File: src/rtl/univ_shift_reg.sv
// Universal WIDTH-bit register: hold/load/clear plus shift and rotate commands.
// Shifts and rotates run for a programmable number of steps, one per clock.
module univ_shift_reg #(
    parameter int WIDTH = 4,
    parameter int CNT_W = 3
) (
    input  logic             clk,
    input  logic             rst,
    input  logic [WIDTH-1:0] din,
    input  logic             sin,
    input  logic [2:0]       mode,
    input  logic [CNT_W-1:0] steps,
    input  logic             start,
    output logic [WIDTH-1:0] dout,
    output logic             sout,
    output logic             busy,
    output logic             done
);

    // Handshake: a command is accepted on a rising edge where start=1 and
    // busy=0; done pulses for one cycle at the edge the command completes,
    // and a new start may be presented in that same cycle.

    localparam logic [2:0] MODE_LOAD = 3'b001;
    localparam logic [2:0] MODE_SHL  = 3'b010;
    localparam logic [2:0] MODE_SHR  = 3'b011;
    localparam logic [2:0] MODE_ROL  = 3'b100;
    localparam logic [2:0] MODE_ROR  = 3'b101;
    localparam logic [2:0] MODE_CLR  = 3'b110;

    typedef enum logic {
        ST_IDLE = 1'b0,
        ST_RUN  = 1'b1
    } state_t;

    state_t           r_state;
    logic [2:0]       r_mode;
    logic [CNT_W-1:0] r_cnt;
    logic [WIDTH-1:0] r_dout;
    logic             r_sout;
    logic             r_done;

    logic [2:0]       w_op;
    logic             w_is_shift;
    logic [WIDTH-1:0] w_dout_step;
    logic             w_sout_step;

    // The step datapath follows the latched mode while running, else the live one.
    assign w_op       = (r_state == ST_RUN) ? r_mode : mode;
    assign w_is_shift = (mode == MODE_SHL) || (mode == MODE_SHR) ||
                        (mode == MODE_ROL) || (mode == MODE_ROR);

    always_comb begin
        w_dout_step = r_dout;
        w_sout_step = r_sout;
        case (w_op)
            MODE_SHL: begin
                w_dout_step = {r_dout[WIDTH-2:0], sin};
                w_sout_step = r_dout[WIDTH-1];
            end
            MODE_SHR: begin
                w_dout_step = {sin, r_dout[WIDTH-1:1]};
                w_sout_step = r_dout[0];
            end
            MODE_ROL: begin
                w_dout_step = {r_dout[WIDTH-2:0], r_dout[WIDTH-1]};
                w_sout_step = r_dout[WIDTH-1];
            end
            MODE_ROR: begin
                w_dout_step = {r_dout[0], r_dout[WIDTH-1:1]};
                w_sout_step = r_dout[0];
            end
            default: ;
        endcase
    end

    always_ff @(posedge clk or negedge rst) begin
        if (!rst) begin
            r_state <= ST_IDLE;
            r_mode  <= '0;
            r_cnt   <= '0;
            r_dout  <= '0;
            r_sout  <= 1'b0;
            r_done  <= 1'b0;
        end else begin
            r_done <= 1'b0;
            case (r_state)
                ST_IDLE: begin
                    if (start) begin
                        if (mode == MODE_LOAD) begin
                            r_dout <= din;
                            r_done <= 1'b1;
                        end else if (mode == MODE_CLR) begin
                            r_dout <= '0;
                            r_done <= 1'b1;
                        end else if (w_is_shift && (steps != '0)) begin
                            // First step happens at the accept edge itself.
                            r_dout <= w_dout_step;
                            r_sout <= w_sout_step;
                            r_mode <= mode;
                            r_cnt  <= steps - CNT_W'(1);
                            if (steps == CNT_W'(1)) begin
                                r_done <= 1'b1;
                            end else begin
                                r_state <= ST_RUN;
                            end
                        end else begin
                            r_done <= 1'b1;
                        end
                    end
                end
                ST_RUN: begin
                    r_dout <= w_dout_step;
                    r_sout <= w_sout_step;
                    r_cnt  <= r_cnt - CNT_W'(1);
                    if (r_cnt == CNT_W'(1)) begin
                        r_state <= ST_IDLE;
                        r_done  <= 1'b1;
                    end
                end
                default: r_state <= ST_IDLE;
            endcase
        end
    end

    assign dout = r_dout;
    assign sout = r_sout;
    assign busy = (r_state == ST_RUN);
    assign done = r_done;

endmodule

File: config.mk
export PLATFORM = sky130hd
export DESIGN_NAME = univ_shift_reg
export DESIGN_NICKNAME = d
export VERILOG_FILES = /design/src/rtl/univ_shift_reg.sv
export SDC_FILE = /design/constraint.sdc
export NUM_CORES = 1
export LEC_CHECK = 0
export CAP_MARGIN = 0
export CELL_PAD_IN_SITES_DETAIL_PLACEMENT = 1
export CELL_PAD_IN_SITES_GLOBAL_PLACEMENT = 1
export CORE_UTILIZATION = 36
export DETAILED_ROUTE_END_ITERATION = 7
export GPL_ROUTABILITY_DRIVEN = 0
export GPL_TIMING_DRIVEN = 0
export PLACE_DENSITY_LB_ADDON = 0.1
export SYNTH_ARGS = -nofsm -noshare
export SYNTH_HDL_FRONTEND = slang
export SYNTH_SLANG_ARGS = --single-unit
File: constraint.sdc
create_clock -name clk -period 1.7 [get_ports clk]
set_input_delay 0.34 -clock clk [delete_from_list [all_inputs] [get_ports clk]]
set_output_delay 0.34 -clock clk [all_outputs]
set_load 0.005 [all_outputs]
---- Word-level counts from Yosys, hierarchy flattened ----
Cells that the tools add are included.
Widths: inputs -> output; s select.
storage, ports and cells
  bits in read-only memories .............. 0
  word-level logic and storage cells ...... 70
  input bits .............................. 14
  flip-flop bits (word level) ............. 13
  output and inout bits ................... 7
  memories ................................ 0
  memory bits (writable) .................. 0
  latch bits .............................. 0
cells by class
  multiplexer cells ....................... 32
  add/subtract/negate cells ............... 2
  order comparisons ....................... 0
  div/mod/pow operators ................... 0
  multipliers ............................. 0
  eq/ne operators ......................... 17
  reductions and logical operators ........ 10
  shifts and indexed selects .............. 0
  bitwise gates (word level) .............. 3
operator list
  operator             number
  $mux 1               16
  $mux 4               4
  $pmux 4 s4           1
  $eq 3x3->1 const B   5
  $mux 3               5
  $eq 3x2->1 const B   4
  $eq 3x1->1 const B   3
  $ne 2x2->1 const B   4
  $pmux 1 s2           4
  $pmux 4 s2           1
  $pmux 3 s2           1
  $sub 3x1->3 const B  2
  $reduce_and 5->1     1
  $ne 4x4->1 const B   1
  $reduce_and 4->1     1
  $reduce_or 2->1      2
  $logic_or 1x1->1     3
  $not 1->1            3
  $reduce_bool 3->1    1
  $reduce_and 2->1     1
  $logic_and 1x1->1    1

---- Depth between registers and ports, before layout ----
Gate-level depths: netlist of the first run.
  word-level depth ........................ 10
  mapped depth ............................ 8
  gate-level depth less buffers ........... 7

---- Least setup slack after synthesis of the first run ----
Ideal clock, no wire load.
  kind .................................... input-to-reg
  from .................................... input steps[1]
  to ...................................... register r_dout[3], in the netlist dout[3]
  arrival time ............................ 1.345 ns
  stages .................................. 7
  buffers on the path ..................... 0
  slack ................................... 0.233 ns
  data required time ...................... 1.578 ns
  library setup time ...................... 0.122 ns
  cell sequence ........................... inv_1 -> ha_1 -> nand2b_1 -> a221o_1 -> nand2_1 -> nand2_1 -> a32o_1
between the ends
  word-level cells in the longest chain between the ends .. 4
ends and longest elaborated chain
  what                        line  source
  start: declaration          12    input logic [CNT_W-1:0] steps,
  $reduce_bool 3->1           96    end else if (w_is_shift && (steps != '0)) begin
  $logic_and 1x1->1           96
  $ne 4x4->1 (no line)        n/a
  $reduce_and 2->1 (no line)  n/a
  end signal: assignment      91    r_dout <= din;
  end signal: assignment      98    r_dout <= w_dout_step;
  end signal: assignment      113   r_dout <= w_dout_step;
  end: declaration            39    logic [WIDTH-1:0] r_dout;
Every way passes these cells.
A chain may end at the register's enable or synchronous reset.

---- Worst setup path in the final report of the first run ----
  from .................................... input mode[0]
  to ...................................... register r_dout[2], in the netlist dout[2]
between the ends
  word-level cells in the longest chain between the ends .. 8
  elaborated cells on any way between the ends .. 23
  those cells by class .................... eq/ne (11); mux (7); reduce/logical (5)
ends and longest elaborated chain
  what                                             line  source
  start: declaration                               11    input logic [2:0] mode,
  $mux 3                                           49    assign w_op = (r_state == ST_RUN) ? r_mode : mode;
  $eq 3x3->1 / $eq 3x2->1 (equally long branches)  56    case (w_op)
  $pmux 4 s4                                       56
  $mux 4                                           96
  $mux 4                                           93    end else if (mode == MODE_CLR) begin
  $mux 4                                           90    if (mode == MODE_LOAD) begin
  $mux 4                                           89    if (start) begin
  $pmux 4 s2                                       87    case (r_state)
Parallel ways exist; a longest one is shown, timed or not. The select of a mux whose other input is x is not followed.

==> flow_summary.ini, run 1 <==
[outcome]
outcome = finished clean

[yosys]
ys_warn_count = 0
yosys_register_bits = 13
synth_xor_area_share_pct = 4.782
synth_fa_ha_area_share_pct = 7.032
syn_nets = 117
ys_async_sr_fraction_pct = 100.0
ys_seq_area_share_pct = 36.57
ys_types = 34
synth-edff-count = 0
syn_area_um2 = 889.6
synth_compound_area_share_pct = 23.91
synthSimpleGateAreaFrac_pct = 16.17
syn_area_per_cell_um2 = 9.078
synth_cells = 98
synth_ff_type = dfrtp_1
synth_mux_area_share_pct = 7.032
synth_top_family_by_area = compound AO/OA/AOI/OAI gates

[route]
antenna_left = 0
drc = 0
vias_per_cell = 5.500
first_pass_iters = 4
wl_um = 2439
routed-via-count = 836
drtIter0Drc = 4
wire_per_inst_um = 16.05

[cts]
clk-insertion-delay-late_ps = 280
path_clk_slew_ps = 80
clockBufferDepth = 2
cts_tree = yes
cts_made_buffers = 3
root_buffer = clkbuf_4
postCtsHoldBufs = 0
clkSinkCount = 13
cts_htree_levels = 1

[setup_path]
start_kind = input pin
critPathLaunch = mode[0]
required_ps = 1920
path_max_fanout = 5
crit_type = input pin to flip-flop
end_kind = flip-flop
r2r_start = busy$_DFF_PN0_
arrival_ps = 1870

[global_routing]
grt.total_usage_pct = 20.35
antenna_found_initial = 0
grt_pass1_wl_um = 3967
grt_pass1_vias = 819
overflow = 0
grt_max_degree = 14

[power_and_ir_drop]
peakVddDrop_uv = 787.3
sw_frac_of_total_pct = 41.95
p_total_uw = 1878
p_switching_uw = 787.8
power_frac_comb_pct = 55.1
leakage_uw = 0.0005376
p_int_uw = 1090
power_density_mw_per_mm2 = 1535
pwr-share-seq_pct = 34.6
pwr-share-clk_pct = 10.4

[placed_design]
dp_hpwl_um = 1812
place_area_mm2 = 0.001125
portBuffers = 20
dp_slack_ps = -534.9

[run]
maxCapViolations = 0

[floorplanning]
ios = 21
rows = 17
initial_core_util_pct = 39.09
die-area_mm2 = 0.002674
chipWidth_um = 51.71
dieHeight_um = 51.71
core_area_mm2 = 0.002276

[sta]
setup_viol = 0
fin_skew_ps = 0.3138
final_hold_viol_count = 0
fin_crit_sh_pct = 97.59
rsz0062_at_grt = false
slew_headroom_pct = 57.05
fmax_mhz = 602.8
worstMarginPinSlew_ps = 642.2
holdWs_ps = 453.9
finalWorstSetupSlack_ps = 40.96
drv_slew = 0
min_period_ps = 1659
final.setup.tns_ps = 0

[layout]
areaGrowthSynthToFinish_pct = 37.55
finalNetCount = 144
antennaDiodeCount = 0
n_fill_cell = 262
drive_above_1_share_pct = 17.74
finish.instance_area_mm2 = 0.001224

[worst_hold_path]
hp-class = input pin to async pin
## stage by stage
step | util, % | std cells
2_1_floorplan | - | 98
3_3_place_gp | 49.42 | 146
3_5_place_dp | 49.42 | 146
4_1_cts | 51.79 | 151
5_1_grt | 53.77 | 152
6_report | 53.77 | 152
## synthesized netlist by cell type, types with 3 or more instances
cell / n / share of area [%]
dfrtp_1: 13 / 37
inv_1: 7 / 3.0
nand2_1: 7 / 3.0
o21ai_0: 7 / 3.9
nor2_1: 6 / 2.5
a21oi_1: 5 / 2.8
ha_1: 5 / 7.0
a22o_1: 4 / 3.9
mux2i_1: 4 / 4.5
nand3_1: 4 / 2.3
o21ai_1: 3 / 1.7
## cells in the final DEF (no fill, tap or decap), types with 2 or more instances in the layout
cell type	n
a211oi_1	2
a21oi_1	5
a22o_1	4
a31oi_1	2
and3b_1	2
buf_4	2
clkbuf_4	4
clkdlybuf4s50_1	16
dfrtp_1	12
dlygate4sd2_1	3
ha_1	4
inv_1	5
inv_2	2
mux2_2	2
mux2i_1	4
nand2_1	5
nand2_2	2
nand3_1	4
nor2_1	5
o21ai_0	7
o21ai_1	3
o31ai_1	2
xor2_1	2
## cell type report
cell class              count  area (µm²)  area share [%]
flip-flops and latches     13       326.6           26.69
repair buffers             22       214.0           17.48
clock buffers               4       26.28           2.147
inverters                   7       26.28           2.147
plain buffers               3       17.52           1.431
well taps                  28       35.03           2.863
multi-input cells          75       578.1           47.24
## layer usage
metal,share of wire [%],GRT usage [%],routed length [µm]
met5,0,0,0
met4,1.2,6.757,30
met3,3.1,2.632,76
met2,49,32.47,1201
met1,46,28.23,1130
## final timing paths
kind / end / cells past startpoint / slack (ps)
max: dout[2]$_DFFE_PN0P_ / 6 / 40
min: sout$_DFFE_PN0P_ / 1 / 450
max reg2reg: dout[2]$_DFFE_PN0P_ / 4 / 150
min reg2reg: r_cnt[0]$_DFFE_PN0P_ / 1 / 540
max in group asynchronous: busy$_DFF_PN0_ / 1 / 800
min in group clk: r_cnt[0]$_DFFE_PN0P_ / 1 / 540
## sequential cells by signal, indices dropped and copies added (netlist names)
name,flops
busy,1
r_cnt,3
dout,4
done,1
r_mode,3
sout,1
## power groups by stage
stage / sequential, µW / combinational [µW] / clock [µW]
2_1_floorplan: 601 / 632 / 0
3_3_place_gp: 628 / 944 / 0
3_5_place_dp: 634 / 985 / 0
4_1_cts: 631 / 1020 / 200
5_1_grt: 672 / 1150 / 221
6_report: 649 / 1030 / 195
## kinds of logic (layout without fill, tap and decap cells)
| kind of cell | Yosys count | after routing |
|---|---|---|
| AO/OA/AOI/OAI | 32 | 32 |
| XOR/XNOR | 4 | 4 |
| adder cells (fa/ha/maj) | 5 | 5 |
| buffers and inverters | 10 | 36 |
| flip-flops | 13 | 13 |
| multiplexers | 6 | 6 |
| AND/OR/NAND/NOR | 28 | 28 |
## worst max-delay path: stages
cell and delay (ps):
clkdlybuf4s50_1 580, and3b_1 220, a221o_1 270, nand2_2 90
o21a_1 190, a22o_1 180
## what timing repair did
action,4_1_cts,5_1_grt
setup buffers,1,1
pin swaps,4,7
endpoints found under the setup margin,12,7
cloned,0,0
gates resized for setup,11,9
(Power assumes the default switching activity.)
==> run 2: changes to the inputs <==
Settings changed: CORE_UTILIZATION 36 to 38, CTS_BUF_LIST set to sky130_fd_sc_hd__clkbuf_2 sky130_fd_sc_hd__clkbuf_4 sky130_fd_sc_hd__clkbuf_8, RECOVER_POWER set to 50.
==> run 2 against run 1 <==
  * Sequential power hardly changed
  * Critical path type unchanged
  * Core utilization is 1.3 points higher
  * Count of clock-buffer cells in the layout is 1 lower
  * Fmax is 1.4% higher
  * Sequential share of layout area is 0.11 points higher
  * Clock skew is 7.4 ps higher
  * Design area is 0.41% lower
==> flow_summary.ini, run 2 (synthesis gave the netlist of run 1 again) <==
[floorplanning]
dieHeight_um = 50.39
initial_core_util_pct = 40.21
die-area_mm2 = 0.002539
core_area_mm2 = 0.002212
chipWidth_um = 50.39
ios = 21
rows = 17

[route]
dr_wl_met2_um = 1117
routed.top_layer = met4
first_pass_iters = 4
vias_per_cell = 5.520
wire_per_inst_um = 15.49
wl_um = 2355
wl_met3_um = 89
antenna_left = 0
drtIter0Drc = 8
drc = 0
drt-met1-wl_um = 1105
routed-via-count = 839

[sta]
worstMarginPinSlew_ps = 643.0
drv_slew = 0
finalWorstSetupSlack_ps = 63.88
slew_headroom_pct = 56.99
setup_viol = 0
fin_crit_sh_pct = 96.24
fin_skew_ps = 7.708
final.setup.tns_ps = 0
rsz0062_at_grt = false
min_period_ps = 1636
fmax_mhz = 611.2
final_hold_viol_count = 0

[cts]
clockBufferDepth = 2
root_buffer = clkbuf_4
cts_made_buffers = 3
clkSinkCount = 13
clk-insertion-delay-late_ps = 290
cts_htree_levels = 1
cts_tree = yes
path_clk_slew_ps = 90

[layout]
drive_above_1_share_pct = 17.74
areaGrowthSynthToFinish_pct = 36.99
final_util_pct = 55.09
finish.instance_area_mm2 = 0.001219
largest_reg_flops = 4
finalNetCount = 144
n_fill_cell = 264
layout_common_cells = clkdlybuf4s50_1, dfrtp_1, inv_1, o21ai_0
layout_commonest_cell = clkdlybuf4s50_1
antennaDiodeCount = 0

[power_and_ir_drop]
peakVddDrop_uv = 663.6
power_density_mw_per_mm2 = 1551
p_total_uw = 1891
leakage_uw = 0.0005267

[setup_path]
path_max_fanout = 4
arrival_ps = 1820
crit_type = input pin to flip-flop
required_ps = 1890
end_kind = flip-flop
start_kind = input pin

[global_routing]
grt_pass1_vias = 815
grt_max_degree = 14
antenna_found_initial = 0
grt.total_usage_pct = 21.35
overflow = 0
grt_pass1_wl_um = 3926

[outcome]
outcome = finished clean

[placed_design]
portBuffers = 20
dp_slack_ps = -495.3
place_area_mm2 = 0.001125
dp_hpwl_um = 1759

[worst_hold_path]
hp-class = input pin to async pin

[run]
maxCapViolations = 0
run 2: where the power goes:
part / internal (µW) / switching [µW] / leakage [µW]
combinational: 534 / 505 / 0.000352
clock: 87.6 / 117 / 0.0000177
sequential: 465 / 182 / 0.000157
run 2: per-layer routing:
| layer | vias to the layer above | global-route usage [%] |
|---|---|---|
| met5 | - | 0 |
| met4 | 0 | 10.19 |
| met3 | 5 | 4.242 |
| met2 | 23 | 34.89 |
| met1 | 407 | 26.74 |
| li1 | 404 | - |
run 2: layout make-up:
class	count	area, µm²	area share [%]
Clock inverter	1	5.005	0.4107
Timing Repair Buffer	22	211.5	17.35
Inverter	7	26.28	2.156
Clock buffer	3	22.52	1.848
Sequential cell	13	326.6	26.80
Multi-Input combinational cell	75	578.1	47.43
Buffer	3	13.76	1.129
Tap cell	28	35.03	2.875
run 2: what timing repair did:
item,4_1_cts,5_1_grt
hold buffers,0,0
endpoints found under the hold margin,0,0
buffers inserted,2,0
gates resized for setup,9,7
pin swaps,1,2
setup endpoints to repair,10,5
run 2: worst paths after layout:
kind	start	end	slack, ps	depth (start not counted)
setup reg to reg	busy$_DFF_PN0_	r_cnt[0]$_DFFE_PN0P_	130	5
setup / recovery	steps[1]	dout[3]$_DFFE_PN0P_	60	8
min in group clk	sout$_DFFE_PN0P_	sout$_DFFE_PN0P_	540	2
hold / removal	rst	done$_DFF_PN0_	500	1
max in group asynchronous	rst	busy$_DFF_PN0_	750	1
hold reg to reg	sout$_DFFE_PN0P_	sout$_DFFE_PN0P_	540	2
run 2: through the flow:
stage	hold slack, ps	cells
2_1_floorplan	44.41	98
3_3_place_gp	507.3	146
3_5_place_dp	527.8	146
4_1_cts	448.4	152
5_1_grt	550.1	152
6_report	505.0	152
run 2: worst max-delay path, cell delays in order:
cell and delay (ps):
clkdlybuf4s50_1 390, inv_1 120, ha_4 170, nand2b_4 50, a221o_1 320, nand2_2 100, nand2_2 90, a32o_1 230
